==> src/rtl/clk_1_crc_ctrl.sv <==
// -----------------------------------------------------------------------------
// clk_1_crc_ctrl
//
// A clk_1-domain requester for a CRC engine that runs in the clk_2 domain.
// The block accepts one job at a time and holds its message, CRC type and mode
// stable on the clk1_* bus. It launches the job by toggling clk1_flag. It then
// waits for the clk_2 side to toggle clk2_flag back and captures clk2_out. The
// result is returned on a valid/ready output port. A watchdog raises out_err if
// no response arrives within TIMEOUT_CYC cycles of WAIT.
//
// Ports
//   clk_1, rst                 clock and synchronous active-high reset
//   in_valid/in_ready          job request handshake
//   in_message[59:0]           payload: data in the low bits for generate,
//                              codeword in the high bits for check
//   in_CRC                     1 = CRC-5, 0 = CRC-8
//   in_mode                    1 = check, 0 = generate
//   out_valid/out_ready        result handshake
//   out_data[59:0]             captured clk2_out (0 on timeout)
//   out_chk_fail               check job whose engine result is all ones
//   out_err                    watchdog timeout
//   busy                       FSM is not in IDLE
//   clk1_message/CRC/mode      registered job fields driven to the clk_2 domain
//   clk1_flag                  request toggle level
//   clk2_out[59:0], clk2_flag  response data and response toggle level (async)
//   dbg_state[2:0]             current FSM state, for observation only
//
// Handshake semantics (both ports): a transfer happens on a rising clk_1 edge
// where valid && ready are both high. The source holds valid and its payload
// until that transfer. ready may depend on internal state but never on valid.
// -----------------------------------------------------------------------------
module clk_1_crc_ctrl #(
  parameter int TIMEOUT_CYC = 255
) (
  input  logic        clk_1,
  input  logic        rst,
  input  logic        in_valid,
  output logic        in_ready,
  input  logic [59:0] in_message,
  input  logic        in_CRC,
  input  logic        in_mode,
  output logic        out_valid,
  input  logic        out_ready,
  output logic [59:0] out_data,
  output logic        out_chk_fail,
  output logic        out_err,
  output logic        busy,
  output logic [59:0] clk1_message,
  output logic        clk1_CRC,
  output logic        clk1_mode,
  output logic        clk1_flag,
  input  logic [59:0] clk2_out,
  input  logic        clk2_flag,
  output logic [2:0]  dbg_state
);

  localparam int CW = $clog2(TIMEOUT_CYC + 1);
  localparam logic [CW-1:0] CNT_LAST = CW'(TIMEOUT_CYC - 1);
  localparam logic [CW-1:0] CNT_SAT  = CW'(TIMEOUT_CYC);

  localparam logic [2:0] ST_IDLE   = 3'd0;
  localparam logic [2:0] ST_LAUNCH = 3'd1;
  localparam logic [2:0] ST_WAIT   = 3'd2;
  localparam logic [2:0] ST_DONE   = 3'd3;
  localparam logic [2:0] ST_DRAIN  = 3'd4;

  logic [2:0]    state;
  logic [CW-1:0] cnt;
  logic          resp_sync;
  logic          resp_lvl;
  logic          resp_match;

  assign in_ready   = (state == ST_IDLE) && !out_valid;
  assign busy       = (state != ST_IDLE);
  assign dbg_state  = state;
  // resp_match is high once the clk_2 side has answered the current request,
  // because every request toggles clk1_flag and every answer mirrors it.
  assign resp_match = (resp_lvl == clk1_flag);

  always_ff @(posedge clk_1) begin
    if (rst) begin
      state        <= ST_IDLE;
      cnt          <= '0;
      resp_sync    <= 1'b0;
      resp_lvl     <= 1'b0;
      clk1_message <= '0;
      clk1_CRC     <= 1'b0;
      clk1_mode    <= 1'b0;
      clk1_flag    <= 1'b0;
      out_valid    <= 1'b0;
      out_data     <= '0;
      out_chk_fail <= 1'b0;
      out_err      <= 1'b0;
    end else begin
      // clk2_flag reaches the FSM only through this two-stage chain. clk2_out
      // is read only after resp_lvl matches. By then clk2_out has been stable
      // for at least two cycles.
      resp_sync <= clk2_flag;
      resp_lvl  <= resp_sync;

      case (state)
        ST_IDLE: begin
          if (in_valid && in_ready) begin
            clk1_message <= in_message;
            clk1_CRC     <= in_CRC;
            clk1_mode    <= in_mode;
            state        <= ST_LAUNCH;
          end
        end

        // The flag toggles one cycle after the data is registered. As a
        // result, the clk_2 side never sees the toggle before the fields.
        ST_LAUNCH: begin
          clk1_flag <= ~clk1_flag;
          cnt       <= '0;
          state     <= ST_WAIT;
        end

        ST_WAIT: begin
          if (cnt != CNT_SAT) begin
            cnt <= cnt + 1'b1;
          end
          // The response wins over a timeout that fires in the same cycle.
          if (resp_match) begin
            out_data     <= clk2_out;
            out_chk_fail <= clk1_mode && (&clk2_out);
            out_err      <= 1'b0;
            out_valid    <= 1'b1;
            state        <= ST_DONE;
          end else if (cnt == CNT_LAST) begin
            out_data     <= '0;
            out_chk_fail <= 1'b0;
            out_err      <= 1'b1;
            out_valid    <= 1'b1;
            state        <= ST_DRAIN;
          end
        end

        ST_DONE: begin
          if (out_valid && out_ready) begin
            out_valid <= 1'b0;
            state     <= ST_IDLE;
          end
        end

        // After a timeout the late answer still has to arrive. Otherwise the
        // toggle levels stay mismatched and the next job would see a false
        // response. There is no second timeout; only rst leaves a dead link.
        ST_DRAIN: begin
          if (out_valid && out_ready) begin
            out_valid <= 1'b0;
          end
          if ((!out_valid || out_ready) && resp_match) begin
            state <= ST_IDLE;
          end
        end

        default: state <= ST_IDLE;
      endcase
    end
  end

endmodule

==> config.mk <==
export PLATFORM = sky130hd
export DESIGN_NAME = clk_1_crc_ctrl
export DESIGN_NICKNAME = d
export VERILOG_FILES = /design/src/rtl/clk_1_crc_ctrl.sv
export SDC_FILE = /design/constraint.sdc
export NUM_CORES = 1
export LEC_CHECK = 0
export CAP_MARGIN = 20
export CORE_ASPECT_RATIO = 0.6
export CORE_MARGIN = 5
export CORE_UTILIZATION = 43
export DETAILED_ROUTE_END_ITERATION = 6
export PLACE_DENSITY = 0.95
export SLEW_MARGIN = 20
export SYNTH_ARGS = -nofsm -noshare
export SYNTH_HDL_FRONTEND = slang
export SYNTH_SLANG_ARGS = --single-unit
==> constraint.sdc <==
create_clock -name clk_1 -period 3.2 [get_ports clk_1]
set_input_delay 0.64 -clock clk_1 [delete_from_list [all_inputs] [get_ports clk_1]]
set_output_delay 0.64 -clock clk_1 [all_outputs]
set_load 0.02 [all_outputs]
==> results.yml, run 1 <==
logic_synthesis:
  async_flop_share_pct: 0
  synth_area_leaders: "dfxtp_1 (56%), nand2_1 (10%), a22o_1 (10%)"
  synth.avg_cell_area_um2: 9.390
  synth-seq-cells: 139
  syn-num-nets: 658
  synth_largest_area_cell: "dfxtp_1"
  synthFlopType: "dfxtp_1"
  netlist_area_um2: 4967
  synth_top_area_share_pct: 56.02
  synth_cell_types: 43
  yosysSeqAreaShare_pct: 56.02
  synth_edf_count: 0
  ys_warn_count: 0
  syn_inst: 529
critical_path:
  crit_path_max_fanout: 14
  critPathTopFamily: "buffers and inverters"
  slowest_stage: "clkdlybuf4s50_1"
  path_cells: "nor4_2 > clkdlybuf4s50_1"
  cp-end-kind: "output port"
  worstPathRequired_ns: 2.56
  r2r_slack_ns: 0.82
  reg2reg_depth: 5
  cp.arrival_ns: 2.02
  worstReg2RegStart: "dbg_state[1]"
  worstReg2RegEnd: "out_data[48]"
  path_class: "register to output port"
  cp_num_cells: 2
  crit_start: "dbg_state[2]"
  critPathCapture: "in_ready"
  max_stage_delay_ns: 0.69
  timing.critical_path.from_type: "register"
  cp_num_buf_inv: 1
detailed_routing:
  post_drt_wl_per_cell_um: 17.08
  remaining_drc_errors: 0
  drt_wl_total_mm: 16.19
  via_per_inst: 5.115
  drtAntennaViolNets: 0
  first_pass_iters: 5
  drt_iter0_drc: 183
  via_count: 4849
floorplanning:
  ioPinCount: 258
  dieHeight_um: 93.26
  core_um2: 11300
  initial_utilization_pct: 43.96
  dieArea_um2: 13870
  row_count: 30
  fp.dieW_um: 148.8
placed_design:
  place_inst: 916
  portBuffers: 257
  dpl.hpwl_mm: 12.21
  place_congestion: 0.8480
  place_area_um2: 7627
global_route:
  overflow: 0
  antenna_found_initial: 0
  grt_usage_pct: 22.71
  grt_pass1_wl_mm: 25.45
  grt_max_degree: 73
  grt_pass1_vias: 5003
clock_tree:
  cts_buffers: 17
  clockBufferDepth: 2
  cts_setup_buffers: 0
  root_buffer: "clkbuf_16"
  postCtsHoldBufs: 0
  ctsResizeCount: 0
  htreeDepth: 4
  clk-insertion-delay-late_ns: 0.40
  cts_num_sinks: 139
  cts_tree: "done"
  clkTransAtPathRegs_ns: 0.05
finish:
  ff_latch_area_um2: 2783
  multiInputGateArea_um2: 2008
  postLayoutCellArea_um2: 8269
  mostFrequentLayoutCells: "clkdlybuf4s50_1 (256), dfxtp_1 (139), nand2_1 (137)"
  nFillCells: 788
  post_layout_nonfiller_instances: 948
  final_common_cell: "clkdlybuf4s50_1"
  antenna_cells: 0
  num-nets-final: 904
  drive_gt1_share_pct: 6.345
  area_growth_pct: 66.47
outcome:
  status: "finished, final reports clean"
power_and_ir_drop:
  peakVddDrop_uv: 432.4
  p_per_area_nw_per_um2: 709.7
  power.leakage_nw: 3.036
  power_mw: 5.868
sta:
  worstMarginPinSlew_ns: 0.8463
  slew_viol_final: 0
  tns_ns: 0
  hold_viol: 0
  rsz0062_at_grt: "false"
  post-route-period-util_pct: 83.10
  max-slew-margin-rel_pct: 43.58
  max_freq_mhz: 376.0
  clock_skew_ns: 0.01394
  min_period_ns: 2.659
  setup_viol: 0
min_path:
  hp-start: "resp_sync"
  min_path_type: "register to register"
run:
  maxCapViolCount: 0
==> area by class of cell <==
type | instances | share of cell area (%)
inverter | 3 | 0.1362
sequential | 139 | 33.65
clock buffer | 19 | 5.477
timing repair buffer | 263 | 31.74
clock inverter | 13 | 2.285
multi-input combinational | 351 | 24.29
tap | 160 | 2.421
==> Yosys cell counts (all sizes together) (2+ instances only) <==
library cell  instances
dfxtp               139
nor4                  5
or3b                  2
or4                   4
nor3b                 3
xor2                  2
or3                   4
o21ai                 8
xnor2                 2
a31oi                 3
nor2                  6
a22o                 58
a21oi                72
nand2               138
o31ai                 3
nor2b                 5
inv                   3
nand4                17
and3b                 2
buf                  24
clkbuf               12
o2bb2ai               2
ha                    2
nand3                 4
==> stage by stage <==
| step | setup slack [ns] | hold WS [ns] | util (%) |
|---|---|---|---|
| 2_1_floorplan | 1.325 | 0.4138 | - |
| 3_3_place_gp | 0.9207 | 0.4395 | 67.51 |
| 3_5_place_dp | 0.8337 | 0.4300 | 67.51 |
| 4_1_cts | 0.5095 | 0.4432 | 73.19 |
| 5_1_grt | 0.4799 | 0.4586 | 73.19 |
| 6_report | 0.5407 | 0.4369 | 73.19 |
==> worst min-delay path by stage <==
| stage | endpoint | slack [ns] | cells after the start |
|---|---|---|---|
| 2_1_floorplan | resp_lvl | 0.41 | 1 |
| 3_3_place_gp | resp_lvl | 0.44 | 1 |
| 4_1_cts | resp_lvl | 0.44 | 1 |
| 5_1_grt | resp_lvl | 0.46 | 1 |
| 6_report | resp_lvl | 0.44 | 1 |
| 3_5_place_dp | resp_lvl | 0.43 | 1 |
==> flip-flops by register name, indices dropped and copies added, names as in the netlist <==
signal / count
out_chk_fail: 1
cnt: 8
clk1_message: 60
dbg_state: 3
out_data: 60
clk1_mode: 1
resp_sync: 1
out_err: 1
out_valid: 1
resp_lvl: 1
clk1_flag: 1
clk1_CRC: 1
==> where the power goes <==
group	switching, mW	leakage [nW]	internal (mW)
combinational	0.881	1.59	0.767
sequential	0.157	1.13	1.97
clock	0.744	0.310	1.35
==> per-layer routing <==
metal  part of all wire (%)  vias up  track usage [%]  routed length (um)
met5                      0        -                0                   0
met4                    1.1        0            6.778                 178
met3                    9.3       12            8.717                1507
met2                     49      188            39.18                7959
met1                     40     2280            26.38                6543
li1                       -     2369                -                   -
==> kinds of logic (layout without fill, tap and decap cells) <==
kind of cell | Yosys count | after routing | synth area share, %
AND/OR/NAND/NOR | 195 | 195 | 18.11
AO/OA/AOI/OAI | 150 | 150 | 20.63
buffers and inverters | 39 | 298 | 3.879
adder cells (fa/ha/maj) | 2 | 2 | 0.5037
XOR/XNOR | 4 | 4 | 0.8566
flip-flops | 139 | 139 | 56.02
Power figures use the tool's default switching activity.
==> run 2, diff against run 1 <==
- CORE_UTILIZATION: 43 -> 39
- PLACE_DENSITY: 0.95 -> 0.88
- clock period: 3.2 -> 2.5 ns (I/O delays scaled with it)
==> run 2 against run 1 <==
- count of clock-buffer cells in the layout increased by 1
- sequential power increased by 28%
- critical path depth unchanged
- highest routed layer unchanged
- power increased by 25%
- via count increased by 1.2%
==> results.yml, run 2 (synthesis gave the netlist of run 1 again) <==
placed_design:
  place_congestion: 0.8493
  place_worst_setup_slack_ns: 0.3597
  dpl.hpwl_mm: 11.87
  portBuffers: 257
  place_area_um2: 7659
min_path:
  min_path_type: "input port to register"
critical_path:
  cp-end-kind: "output port"
  timing.critical_path.from_type: "register"
  path_class: "register to output port"
  worstPathRequired_ns: 2.00
  cp.arrival_ns: 1.92
  crit_path_max_fanout: 14
power_and_ir_drop:
  power_switching_mw: 2.286
  peakVddDrop_uv: 511.1
  p_clk_share_pct: 34.0
  power_mw: 7.338
  power.leakage_nw: 3.023
  p_seq_share_pct: 36.9
  swShare_pct: 31.15
  p_per_area_nw_per_um2: 887.8
  p_int_mw: 5.052
  comb_power_share_pct: 29.1
clock_tree:
  cts_buffers: 17
  cts_num_sinks: 139
  htreeDepth: 4
  clkTransAtPathRegs_ns: 0.06
  clockBufferDepth: 2
  postCtsHoldBufs: 0
  cts_tree: "done"
  clk-insertion-delay-late_ns: 0.41
  root_buffer: "clkbuf_16"
finish:
  num-nets-final: 904
  final_core_util_pct: 67.44
  final_common_cell: "clkdlybuf4s50_1"
  nFillCells: 953
  top_regs: "clk1_message x60, out_data x60, cnt x8"
  area_growth_pct: 66.40
  postLayoutCellArea_um2: 8265
  mostFrequentLayoutCells: "clkdlybuf4s50_1 (255), dfxtp_1 (139), nand2_1 (137)"
  antenna_cells: 0
  drive_gt1_share_pct: 6.218
sta:
  setup_slack_ns: 0.07934
  post-route-period-util_pct: 96.83
  min_period_ns: 2.421
  hold_viol: 0
  rsz0062_at_grt: "false"
  tns_ns: 0
  slew_viol_final: 0
  max-slew-margin-rel_pct: 53.14
  clock_skew_ns: 0.009423
  max_freq_mhz: 413.1
  setup_viol: 0
  worstMarginPinSlew_ns: 0.7029
floorplanning:
  core_um2: 12260
  dieArea_um2: 15170
  initial_utilization_pct: 40.53
  fp.dieW_um: 155.7
  ioPinCount: 258
  row_count: 31
  dieHeight_um: 97.42
detailed_routing:
  drt_wl_total_mm: 16.02
  remaining_drc_errors: 0
  drt_iter0_drc: 209
  post_drt_wl_per_cell_um: 16.81
  drtAntennaViolNets: 0
  via_count: 4906
  first_pass_iters: 5
  via_per_inst: 5.148
run:
  maxCapViolCount: 0
global_route:
  grt_usage_pct: 20.19
  grt_pass1_vias: 4945
  grt_max_degree: 71
  overflow: 0
  antenna_found_initial: 0
  grt_pass1_wl_mm: 25.12
outcome:
  status: "finished, final reports clean"
## run 2: changes by cell type in the layout (fill, tap and decap cells not counted)
cell | previous run | this run
clkdlybuf4s50_1 | 256 | 255
buf_12 | 1 | 3
nor4_4 | 0 | 1
clkbuf_1 | 0 | 1
clkinv_2 | 2 | 1
dlymetal6s2s_1 | 0 | 1
buf_4 | 5 | 3
bufinv_16 | 4 | 2
nor4_2 | 1 | 0
clkinvlp_4 | 2 | 4
## run 2: area by class of cell
cell class | instances | area, um2 | area share (%)
clock inverters | 12 | 138.9 | 1.680
clock buffers | 20 | 456.7 | 5.525
multi-input cells | 351 | 2017 | 24.40
well taps | 165 | 206.4 | 2.498
repair buffers | 263 | 2653 | 32.09
flip-flops and latches | 139 | 2783 | 33.67
inverters | 3 | 11.26 | 0.1362
## run 2: critical path: stages (launching register included)
cell and delay, ns:
dfxtp_1 0.46, or3_1 0.49, clkdlybuf4s50_1 0.57
## run 2: path summary, 6_finish.rpt
kind	start	to	slack [ns]	cells after the start
setup / recovery	dbg_state[2]	busy	0.08	2
hold / removal	rst	resp_lvl	0.43	2
setup reg to reg	cnt[4]	out_data[36]	0.46	5
hold reg to reg	resp_sync	resp_lvl	0.44	1
## run 2: power by group through the flow
stage / combinational, mW / clock (mW) / sequential, mW
2_1_floorplan: 0.757 / 0 / 3.07
3_3_place_gp: 2.09 / 0 / 2.73
3_5_place_dp: 2.14 / 0 / 2.74
4_1_cts: 2.15 / 2.55 / 2.71
5_1_grt: 2.28 / 2.64 / 2.74
6_report: 2.14 / 2.50 / 2.71
## run 2: layer usage
layer	global-route usage, %	vias to the layer above	wire length [um]
met5	0	-	0
met3	7.699	33	1534
met1	24.33	2297	6549
met2	32.36	213	7570
met4	8.339	0	366
li1	-	2363	-
## run 2: stage by stage
step,hold slack [ns],instances
2_1_floorplan,0.4138,529
3_3_place_gp,0.4302,921
3_5_place_dp,0.4327,921
4_1_cts,0.4039,953
5_1_grt,0.4216,953
6_report,0.4259,953
## run 2: repair_timing
action,in CTS,in global routing
setup buffers,0,0
endpoints found under the hold margin,0,0
gates cloned,0,0
resized for setup,1,1
pin swaps,0,0
endpoints found under the setup margin,1,1
==> run 3, diff against run 2 <==
- CAP_MARGIN: 20 -> unset
- SETUP_SLACK_MARGIN: unset -> 0.2
==> run 3 against run 2 <==
- flip-flop and latch count unchanged
- count of clock-buffer cells in the layout unchanged
- first-iteration DRC count up 4.3%
- power down 0.19%
- critical path type unchanged
- largest power group unchanged
==> results.yml, run 3 (synthesis gave the netlist of run 1 again) <==
clock_tree:
  root_buffer: "clkbuf_16"
  cts_tree: "done"
  clkTransAtPathRegs_ns: 0.06
  postCtsHoldBufs: 0
  htreeDepth: 4
  cts_setup_buffers: 0
  clockBufferDepth: 2
  clk-insertion-delay-late_ns: 0.41
  cts_num_sinks: 139
  cts_buffers: 17
finish:
  top_regs: "clk1_message x60, out_data x60, cnt x8"
  mostFrequentLayoutCells: "clkdlybuf4s50_1 (254), dfxtp_1 (138), nand2_1 (137)"
  drive_gt1_share_pct: 6.345
  antenna_cells: 0
  final_common_cell: "clkdlybuf4s50_1"
  num-nets-final: 904
  postLayoutCellArea_um2: 8262
  post_layout_nonfiller_instances: 953
  area_growth_pct: 66.32
  final_core_util_pct: 67.41
detailed_routing:
  drtAntennaViolNets: 0
  wl_met2_mm: 7.549
  met3_length_mm: 1.467
  drt_wl_total_mm: 15.94
  first_pass_iters: 4
  highest_layer: "met4"
  remaining_drc_errors: 0
  post_drt_wl_per_cell_um: 16.72
  via_per_inst: 5.145
  drt_iter0_drc: 218
  met1Wirelength_mm: 6.594
  via_count: 4903
power_and_ir_drop:
  peakVddDrop_uv: 506.4
  p_per_area_nw_per_um2: 886.6
  power.leakage_nw: 3.020
  power_mw: 7.325
floorplanning:
  core_um2: 12260
  dieHeight_um: 97.42
  dieArea_um2: 15170
  ioPinCount: 258
  initial_utilization_pct: 40.53
  row_count: 31
  fp.dieW_um: 155.7
global_route:
  grt_max_degree: 71
  grt_pass1_wl_mm: 25.12
  antenna_found_initial: 0
  grt_usage_pct: 20.19
  overflow: 0
  grt_pass1_vias: 4945
sta:
  whs_ns: 0.4272
  max_freq_mhz: 453.3
  hold_viol: 0
  setup_viol: 0
  setup_slack_ns: 0.2942
  max-slew-margin-rel_pct: 52.31
  post-route-period-util_pct: 88.23
  tns_ns: 0
  clock_skew_ns: 0.008753
  rsz0062_at_grt: "false"
  slew_viol_final: 0
  min_period_ns: 2.206
  worstMarginPinSlew_ns: 0.7153
placed_design:
  portBuffers: 257
  place_congestion: 0.8493
  place_area_um2: 7659
  place_inst: 921
  place_worst_setup_slack_ns: 0.3597
  dpl.hpwl_mm: 11.87
critical_path:
  cp_num_buf_inv: 1
  worstPathRequired_ns: 2.00
  path_cells: "clkdlybuf4s50_1"
  timing.critical_path.from_type: "register"
  cp-end-kind: "output port"
  slowest_stage: "clkdlybuf4s50_1"
  path_class: "register to output port"
  critPathTopFamily: "buffers and inverters"
  crit_path_max_fanout: 12
  max_stage_delay_ns: 0.72
  cp.arrival_ns: 1.71
min_path:
  min_path_type: "input port to register"
run:
  maxCapViolCount: 0
outcome:
  status: "finished, final reports clean"
run 3: path summary, 6_finish.rpt:
| kind | start | end | slack [ns] | cells past startpoint |
|---|---|---|---|---|
| hold / removal | rst | resp_lvl | 0.43 | 2 |
| setup / recovery | dbg_state[1] | dbg_state[1] | 0.29 | 1 |
| setup reg to reg | cnt[4] | out_data[36] | 0.47 | 5 |
| hold reg to reg | resp_sync | resp_lvl | 0.44 | 1 |
run 3: final cells by class:
type / count / area, um2
fill: 954 / 3995
inverter: 3 / 11.26
clock inverter: 12 / 138.9
multi-input combinational: 351 / 2017
sequential: 139 / 2784
tap: 165 / 206.4
timing repair buffer: 263 / 2648
clock buffer: 20 / 456.7
run 3: timing repair:
| item | 4_1_cts | 5_1_grt |
|---|---|---|
| setup endpoints to repair | 2 | 0 |
| hold endpoints to repair | 0 | 0 |
| gates resized for setup | 4 | 0 |
run 3: where the power goes:
part / internal, mW / total (mW) / switching, mW
combinational: 0.994 / 2.12 / 1.13
clock: 1.53 / 2.49 / 0.962
sequential: 2.52 / 2.71 / 0.190
total: 5.04 / 7.32 / 2.28
run 3: routing by layer:
metal / vias up / GRT usage, %
li1: 2366 / -
met1: 2306 / 24.33
met2: 204 / 32.36
met3: 27 / 7.699
met4: 0 / 8.339
met5: - / 0
